==> config.mk <==
export PLATFORM = sky130hd
export DESIGN_NAME = dtcm_arbiter
export DESIGN_NICKNAME = d
export VERILOG_FILES = /design/src/rtl/dtcm_arbiter_pkg.sv /design/src/rtl/dtcm_route_fifo.sv /design/src/rtl/dtcm_arbiter.sv
export SDC_FILE = /design/constraint.sdc
export NUM_CORES = 1
export LEC_CHECK = 0
export BUFFER_PORTS_ARGS = -buffer_cell sky130_fd_sc_hd__clkbuf_2
export CAP_MARGIN = 40
export CORE_AREA = 2 2 104 106
export DETAILED_ROUTE_END_ITERATION = 12
export DIE_AREA = 0 0 106 108
export PLACE_DENSITY = 0.59
export SLEW_MARGIN = 20
export SYNTH_ARGS = -nofsm -noshare
export SYNTH_HDL_FRONTEND = slang
export SYNTH_SLANG_ARGS = --single-unit
==> constraint.sdc <==
create_clock -name clk -period 1.9 [get_ports clk]
set_input_delay 0.095 -clock clk [delete_from_list [all_inputs] [get_ports clk]]
set_output_delay 0.095 -clock clk [all_outputs]
set_load 0.01 [all_outputs]
==> src/rtl/dtcm_arbiter_pkg.sv <==
// dtcm_arbiter_pkg
//   Shared widths and master identifiers for the DTCM arbiter slice.
//   DTCM_ADDR_WIDTH : default DTCM byte-address width.
//   XLEN            : default data width.
//   MID_LSU/MID_EXT : route ids stored in the route FIFO (m0 / m1).
package dtcm_arbiter_pkg;

  localparam int DTCM_ADDR_WIDTH = 16;
  localparam int XLEN            = 32;
  localparam int NUM_MASTERS     = 2;

  localparam logic MID_LSU = 1'b0;
  localparam logic MID_EXT = 1'b1;

endpackage

==> src/rtl/dtcm_route_fifo.sv <==
// dtcm_route_fifo
//   1-bit wide, DEPTH-deep synchronous FIFO holding the master id of every
//   outstanding DTCM transaction, oldest at the head.
//   clk, rst : clock, synchronous active-high reset (flushes the FIFO)
//   push/din : enqueue din; taken when not full, or when full with a pop
//   pop/dout : dequeue; dout is the current head (valid when !empty)
//   empty, full, cnt : occupancy status
module dtcm_route_fifo #(
  parameter int DEPTH = 2,
  localparam int PW = (DEPTH > 1) ? $clog2(DEPTH) : 1,
  localparam int CW = $clog2(DEPTH + 1)
) (
  input  logic          clk,
  input  logic          rst,
  input  logic          push,
  input  logic          pop,
  input  logic          din,
  output logic          dout,
  output logic          empty,
  output logic          full,
  output logic [CW-1:0] cnt
);

  logic          mem_reg [DEPTH];
  logic [PW-1:0] wr_ptr_reg;
  logic [PW-1:0] rd_ptr_reg;
  logic [CW-1:0] cnt_reg;
  logic          push_en;
  logic          pop_en;

  function automatic logic [PW-1:0] ptr_inc(input logic [PW-1:0] p);
    return (p == PW'(DEPTH - 1)) ? '0 : p + PW'(1);
  endfunction

  assign empty = (cnt_reg == '0);
  assign full  = (cnt_reg == CW'(DEPTH));
  assign cnt   = cnt_reg;
  assign dout  = mem_reg[rd_ptr_reg];

  // A push into a full FIFO is legal only when the head leaves the same edge.
  assign pop_en  = pop & ~empty;
  assign push_en = push & (~full | pop_en);

  always_ff @(posedge clk) begin
    if (push_en) begin
      mem_reg[wr_ptr_reg] <= din;
    end
  end

  always_ff @(posedge clk) begin
    if (rst) begin
      wr_ptr_reg <= '0;
      rd_ptr_reg <= '0;
      cnt_reg    <= '0;
    end else begin
      if (push_en) begin
        wr_ptr_reg <= ptr_inc(wr_ptr_reg);
      end
      if (pop_en) begin
        rd_ptr_reg <= ptr_inc(rd_ptr_reg);
      end
      case ({push_en, pop_en})
        2'b10:   cnt_reg <= cnt_reg + CW'(1);
        2'b01:   cnt_reg <= cnt_reg - CW'(1);
        default: cnt_reg <= cnt_reg;
      endcase
    end
  end

endmodule

==> src/rtl/dtcm_arbiter.sv <==
// dtcm_arbiter
//   Shares one DTCM port between m0 (LSU) and m1 (external/debug port).
//   Commands are arbitrated round-robin and passed through combinationally;
//   the id of each issued command is queued so that the in-order DTCM
//   responses can be steered back to their issuer.
//   m0_cmd_* / m1_cmd_* : requester command channels (valid/ready)
//   m0_rsp_* / m1_rsp_* : requester response channels (valid/ready)
//   dtcm_cmd_*, dtcm_rsp_* : DTCM side command / response channels
//   busy    : at least one transaction outstanding
//   rsp_err : sticky, a response arrived with nothing outstanding
module dtcm_arbiter
  import dtcm_arbiter_pkg::*;
#(
  parameter int AW   = DTCM_ADDR_WIDTH,
  parameter int DW   = XLEN,
  parameter int OUTS = 2
) (
  input  logic            clk,
  input  logic            rst,

  input  logic            m0_cmd_valid,
  output logic            m0_cmd_ready,
  input  logic            m0_cmd_read,
  input  logic [AW-1:0]   m0_cmd_addr,
  input  logic [DW-1:0]   m0_cmd_wdata,
  input  logic [DW/8-1:0] m0_cmd_wmask,
  output logic            m0_rsp_valid,
  input  logic            m0_rsp_ready,
  output logic [DW-1:0]   m0_rsp_rdata,

  input  logic            m1_cmd_valid,
  output logic            m1_cmd_ready,
  input  logic            m1_cmd_read,
  input  logic [AW-1:0]   m1_cmd_addr,
  input  logic [DW-1:0]   m1_cmd_wdata,
  input  logic [DW/8-1:0] m1_cmd_wmask,
  output logic            m1_rsp_valid,
  input  logic            m1_rsp_ready,
  output logic [DW-1:0]   m1_rsp_rdata,

  output logic            dtcm_cmd_valid,
  input  logic            dtcm_cmd_ready,
  output logic            dtcm_cmd_read,
  output logic [AW-1:0]   dtcm_cmd_addr,
  output logic [DW-1:0]   dtcm_cmd_wdata,
  output logic [DW/8-1:0] dtcm_cmd_wmask,
  input  logic            dtcm_rsp_valid,
  output logic            dtcm_rsp_ready,
  input  logic [DW-1:0]   dtcm_rsp_rdata,

  output logic            busy,
  output logic            rsp_err
);

  localparam int CW = $clog2(OUTS + 1);

  // Per-master views of the requester ports, indexed by master id.
  logic                   cmd_valid [NUM_MASTERS];
  logic                   cmd_read  [NUM_MASTERS];
  logic [AW-1:0]          cmd_addr  [NUM_MASTERS];
  logic [DW-1:0]          cmd_wdata [NUM_MASTERS];
  logic [DW/8-1:0]        cmd_wmask [NUM_MASTERS];
  logic                   rsp_ready [NUM_MASTERS];
  logic [NUM_MASTERS-1:0] cmd_ready_vec;
  logic [NUM_MASTERS-1:0] rsp_valid_vec;

  logic          rr_ptr_reg;
  logic          rsp_err_reg;
  logic          gnt_id;
  logic          any_valid;
  logic          can_issue;
  logic          cmd_fire;
  logic          pop_fire;
  logic          head_id;
  logic          fifo_empty;
  logic          fifo_full;
  logic [CW-1:0] fifo_cnt;

  assign cmd_valid[0] = m0_cmd_valid;
  assign cmd_read[0]  = m0_cmd_read;
  assign cmd_addr[0]  = m0_cmd_addr;
  assign cmd_wdata[0] = m0_cmd_wdata;
  assign cmd_wmask[0] = m0_cmd_wmask;
  assign rsp_ready[0] = m0_rsp_ready;
  assign cmd_valid[1] = m1_cmd_valid;
  assign cmd_read[1]  = m1_cmd_read;
  assign cmd_addr[1]  = m1_cmd_addr;
  assign cmd_wdata[1] = m1_cmd_wdata;
  assign cmd_wmask[1] = m1_cmd_wmask;
  assign rsp_ready[1] = m1_rsp_ready;

  // Round-robin pick: a lone requester always wins; on contention the
  // preferred master (rr_ptr) wins.
  always_comb begin
    gnt_id = MID_LSU;
    if (cmd_valid[0] && cmd_valid[1]) begin
      gnt_id = rr_ptr_reg;
    end else if (cmd_valid[1]) begin
      gnt_id = MID_EXT;
    end
  end

  assign any_valid = cmd_valid[0] | cmd_valid[1];

  // An empty FIFO never pops, so pop_fire only matters when outstanding
  // transactions exist; it lets a full FIFO accept a command the same cycle
  // its head retires.
  assign pop_fire  = dtcm_rsp_valid & dtcm_rsp_ready & ~fifo_empty;
  assign can_issue = ~fifo_full | pop_fire;

  assign dtcm_cmd_valid = any_valid & can_issue;
  assign dtcm_cmd_read  = cmd_read[gnt_id];
  assign dtcm_cmd_addr  = cmd_addr[gnt_id];
  assign dtcm_cmd_wdata = cmd_wdata[gnt_id];
  assign dtcm_cmd_wmask = cmd_wmask[gnt_id];
  assign cmd_fire       = dtcm_cmd_valid & dtcm_cmd_ready;

  // Responses drain unconditionally when nothing is outstanding so a stray
  // response cannot wedge the DTCM; it is flagged through rsp_err instead.
  assign dtcm_rsp_ready = fifo_empty ? dtcm_rsp_valid : rsp_ready[head_id];

  for (genvar gi = 0; gi < NUM_MASTERS; gi++) begin : g_master
    assign cmd_ready_vec[gi] = dtcm_cmd_ready & can_issue & any_valid &
                               (gnt_id == 1'(gi));
    assign rsp_valid_vec[gi] = dtcm_rsp_valid & ~fifo_empty &
                               (head_id == 1'(gi));
  end

  assign m0_cmd_ready = cmd_ready_vec[0];
  assign m1_cmd_ready = cmd_ready_vec[1];
  assign m0_rsp_valid = rsp_valid_vec[0];
  assign m1_rsp_valid = rsp_valid_vec[1];
  assign m0_rsp_rdata = dtcm_rsp_rdata;
  assign m1_rsp_rdata = dtcm_rsp_rdata;

  dtcm_route_fifo #(
    .DEPTH (OUTS)
  ) u_route_fifo (
    .clk   (clk),
    .rst   (rst),
    .push  (cmd_fire),
    .pop   (pop_fire),
    .din   (gnt_id),
    .dout  (head_id),
    .empty (fifo_empty),
    .full  (fifo_full),
    .cnt   (fifo_cnt)
  );

  always_ff @(posedge clk) begin
    if (rst) begin
      rr_ptr_reg  <= MID_LSU;
      rsp_err_reg <= 1'b0;
    end else begin
      if (cmd_fire) begin
        rr_ptr_reg <= ~gnt_id;
      end
      if (dtcm_rsp_valid && fifo_empty) begin
        rsp_err_reg <= 1'b1;
      end
    end
  end

  assign busy    = (fifo_cnt != '0);
  assign rsp_err = rsp_err_reg;

endmodule

==> results by stage <==
Hold path:
- The worst hold path depth is 2.
- The tightest min-delay check is of the in2reg type.
- The worst hold path begins at rst.
- The worst hold path terminates at u_route_fifo.cnt[1].

Critical path:
- The number of cells on the worst reg-to-reg path is 7.
- The reg2reg setup slack is -0.02 ns.
- The critical path class is reg2reg.
- Tracing the worst setup path back leads to its startpoint at u_route_fifo.mem_reg[1].
- The type of destination of the critical path is a flip-flop.
- The worst setup path is launched from a flip-flop.
- The worst flop-to-flop path startpoint is u_route_fifo.mem_reg[1].
- The endpoint identified for the worst register-to-register timing path is u_route_fifo.cnt[1].
- The arrival time of the worst setup path is 2.09 ns.
- Of all nets on the critical path, the largest fanout is 2.
- The required time of the critical path is 2.07 ns.

Placed design:
- The quantity of I/O buffers inserted on ports is 174.
- Detailed placement finished with a half-perimeter wire length of 4.61 mm.
- The global placement routability congestion is 0.748.

GRT:
- The first-pass GRT wire length is 7.28 mm.
- For this run the aggregate overflow at the end of global routing stands at 0.
- The number of global-route vias before repair is 1510.
- The number of antenna violations at the first check in global routing is 0.
- Across every metal layer, demand over resource in global routing totals 0.0797.
- Entering global routing, the biggest net connects 37 pins.

Synth:
- The Yosys step of the flow raised 0 warnings.
- The number of storage elements in the synthesis netlist is 9.
- A synthesized cell averages 9.07 µm².
- Counting flops with a built-in enable in the synthesized netlist gives 2.
- Among all flip-flop cells after synthesis, the most frequent one is sky130_fd_sc_hd__dfxtp_1.
- The post-synthesis cell type count is 29.
- After synthesis, the share of flip-flops with an asynchronous set or reset is 0.
- After synthesis the cells add up to 0.00162 mm².
- The portion of the post-synthesis area used by sequential elements is 0.123.
- Synthesis produced a netlist whose cell count is 179.
- Synthesis produced a netlist with a net count of 326.

Drt:
- Wires add up to 5.18 mm.
- The via count is 1592.
- In the final routed layout, each cell accounts on average for 12.1 µm.
- The DRC violation count after routing is 0.
- Using the TritonRoute via totals, the vias-per-cell ratio works out to 3.71.
- After the first detailed-routing iteration, the DRC count stood at 53.
- The number of detailed-route iterations in the first pass is 4.
- The number of nets with antenna violations after routing is 0.

Layout:
- Of the cells placed in the final design, the portion with a size suffix greater than 1 is 0.840.
- The final net count is 441.
- The area added between synthesis and finish is 41.9%.
- The filler cells instantiated in the layout total 1126.
- The post-layout utilization of the core is 0.225.
- The total inserted antenna cells is 0.

STA:
- In this run the tightest slew margin relative to its limit is 0.802.
- The largest clock skew in the final design is 0.00173 ns.
- The number of failing hold endpoints at the final stage is 0.
- Hold timing on the final database bottoms out at a slack of 0.154 ns.
- Across all setup checks in the final design, the least slack found is -0.0197 ns.
- The final max-slew violation count is 0.
- The highest attainable clock frequency is 0.521 GHz.
- Setup violations remaining at the end of the flow were counted as 1.
- At the pin with the least slew margin, the transition time is 0.293 ns.
- The final period utilization is 1.01.
- After layout, the minimum clock period comes to 1.92 ns.
- Setup repair after global routing could not meet its margin everywhere.

Floorplanning:
- For this configuration, the core starts out at a cell density of 0.159.
- The total area inside the core boundary comes to 0.0102 mm².
- The die covers 0.0114 mm².
- The die outline width is 106 µm.
- Measured along the y axis, the die boundary spans 108 µm.
- The row count is 37.
- The number of placed I/O pins is 271.

Clock network:
- The clock slew seen by the registers of the worst setup and hold paths is 0.05 ns.
- TritonCTS created 3 clock buffers.
- The CTS tree is built.
- Gates resized during post-CTS repair numbered 1.
- In this run the number of H-tree levels came out at 1.
- The clock latency on the worst-skew pair is 0.23 ns.
- CTS placed an instance of sky130_fd_sc_hd__clkbuf_8 at the clock tree root.
- The clock net sink count is 9.
- Once the clock tree was built, the setup fixing pass inserted 0 buffers.
- No sink is reached through more buffers than the 2 on the longest clock path.
- Hold repair after CTS inserted 0 buffers.

Power and ir drop:
- For this design the static power due to leakage is 1.22 nW.
- The power density over the cells is 490 mW/mm².
- The highest ir drop seen on vdd is 0.384 mV.

Outcome:
- The final reports fail on setup timing.
- The flow ran to the end, but the final reports show violations.

Job:
- The max capacitance violation total is 0.
cell families (layout without fill, tap and decap cells):
family                     after synthesis  in the layout  synth area share
DFF                                      9              9             0.123
xor gates and xnor gates                 2              2            0.0108
buffers and inverters                   75            189             0.326
muxes                                   59             59             0.411
AOI/OAI and AO/OA                       11             11            0.0539
adders and majority gates                1              1           0.00770
and+or+nand+nor                         22             22            0.0670
how the worst max path moves through the flow:
| stage | to | slack, ns | cells after the start |
|---|---|---|---|
| 2_1_floorplan | u_route_fifo.cnt[1] | -0.02 | 7 |
| 3_5_place_dp | u_route_fifo.cnt[1] | 0.009 | 8 |
| 4_1_cts | u_route_fifo.cnt[1] | -0.003 | 7 |
| 5_1_grt | u_route_fifo.cnt[1] | -0.08 | 7 |
| 6_report | u_route_fifo.cnt[1] | -0.02 | 7 |
| 3_3_place_gp | u_route_fifo.cnt[1] | 0.05 | 7 |
critical path, cell delays in order, from the launching register on:
cell and delay (ns):
sky130_fd_sc_hd__edfxtp_1 0.38, sky130_fd_sc_hd__mux2i_2 0.20, sky130_fd_sc_hd__mux2_4 0.33, sky130_fd_sc_hd__a21o_4 0.21, sky130_fd_sc_hd__ha_4 0.15, sky130_fd_sc_hd__xnor2_2 0.12, sky130_fd_sc_hd__or3_1 0.34, sky130_fd_sc_hd__a21oi_2 0.12
layout by cell type (no fill, tap or decap), drive strengths merged, types with 2 or more instances in the layout:
cell type  count
edfxtp         2
inv            5
nor2          12
dfxtp          7
buf            7
mux2          56
clkbuf       177
mux2i          3
a21oi          4
nand2          3
o21ai          3
a211oi         2
area by class of cell:
class	instances	area [µm²]	share of cell area
multi-input combinational	95	941	0.408
timing repair buffer	180	928	0.403
sequential	9	201	0.0874
tap	136	170	0.0738
clock buffer	4	45.0	0.0195
inverter	5	18.8	0.00814
synthesized netlist by cell type (all sizes together) (2+ instances only):
| cell type | instances | area (µm²) |
|---|---|---|
| buf | 70 | 510 |
| mux2 | 56 | 634 |
| nor2 | 12 | 47.6 |
| dfxtp | 7 | 140 |
| inv | 5 | 18.8 |
| a21oi | 4 | 20.0 |
| mux2i | 3 | 33.8 |
| nand2 | 3 | 11.3 |
| o21ai | 3 | 18.8 |
| a211oi | 2 | 25.0 |
| edfxtp | 2 | 60.1 |
metrics by stage:
stage               setup slack, ns  area, µm²  setup TNS (ns)  total power [W]  cells
detailed placement          0.00894       2230               0         0.000899    425
global route                -0.0788       2300          -0.112          0.00122    429
floorplan                   -0.0235       1640         -0.0235         0.000737    179
finish                      -0.0197       2300         -0.0197          0.00113    429
global placement             0.0474       2230               0         0.000887    425
CTS                        -0.00264       2280        -0.00264          0.00114    429
metal layers:
layer | global-route usage | share of wire | vias to the layer above | wire (µm)
li1 | - | - | 771 | -
met1 | 0.101 | 0.41 | 683 | 2130
met2 | 0.135 | 0.47 | 130 | 2460
met3 | 0.0217 | 0.11 | 8 | 564
met4 | 0.0188 | 0.0046 | 0 | 24
met5 | 0 | 0 | - | 0
report_power, final:
group          switching, W  internal (W)  leakage (nW)
sequential        0.0000248      0.000226        0.0771
clock             0.0000763      0.000146        0.0228
combinational      0.000301      0.000356          1.12
Power figures use the tool's default switching activity.
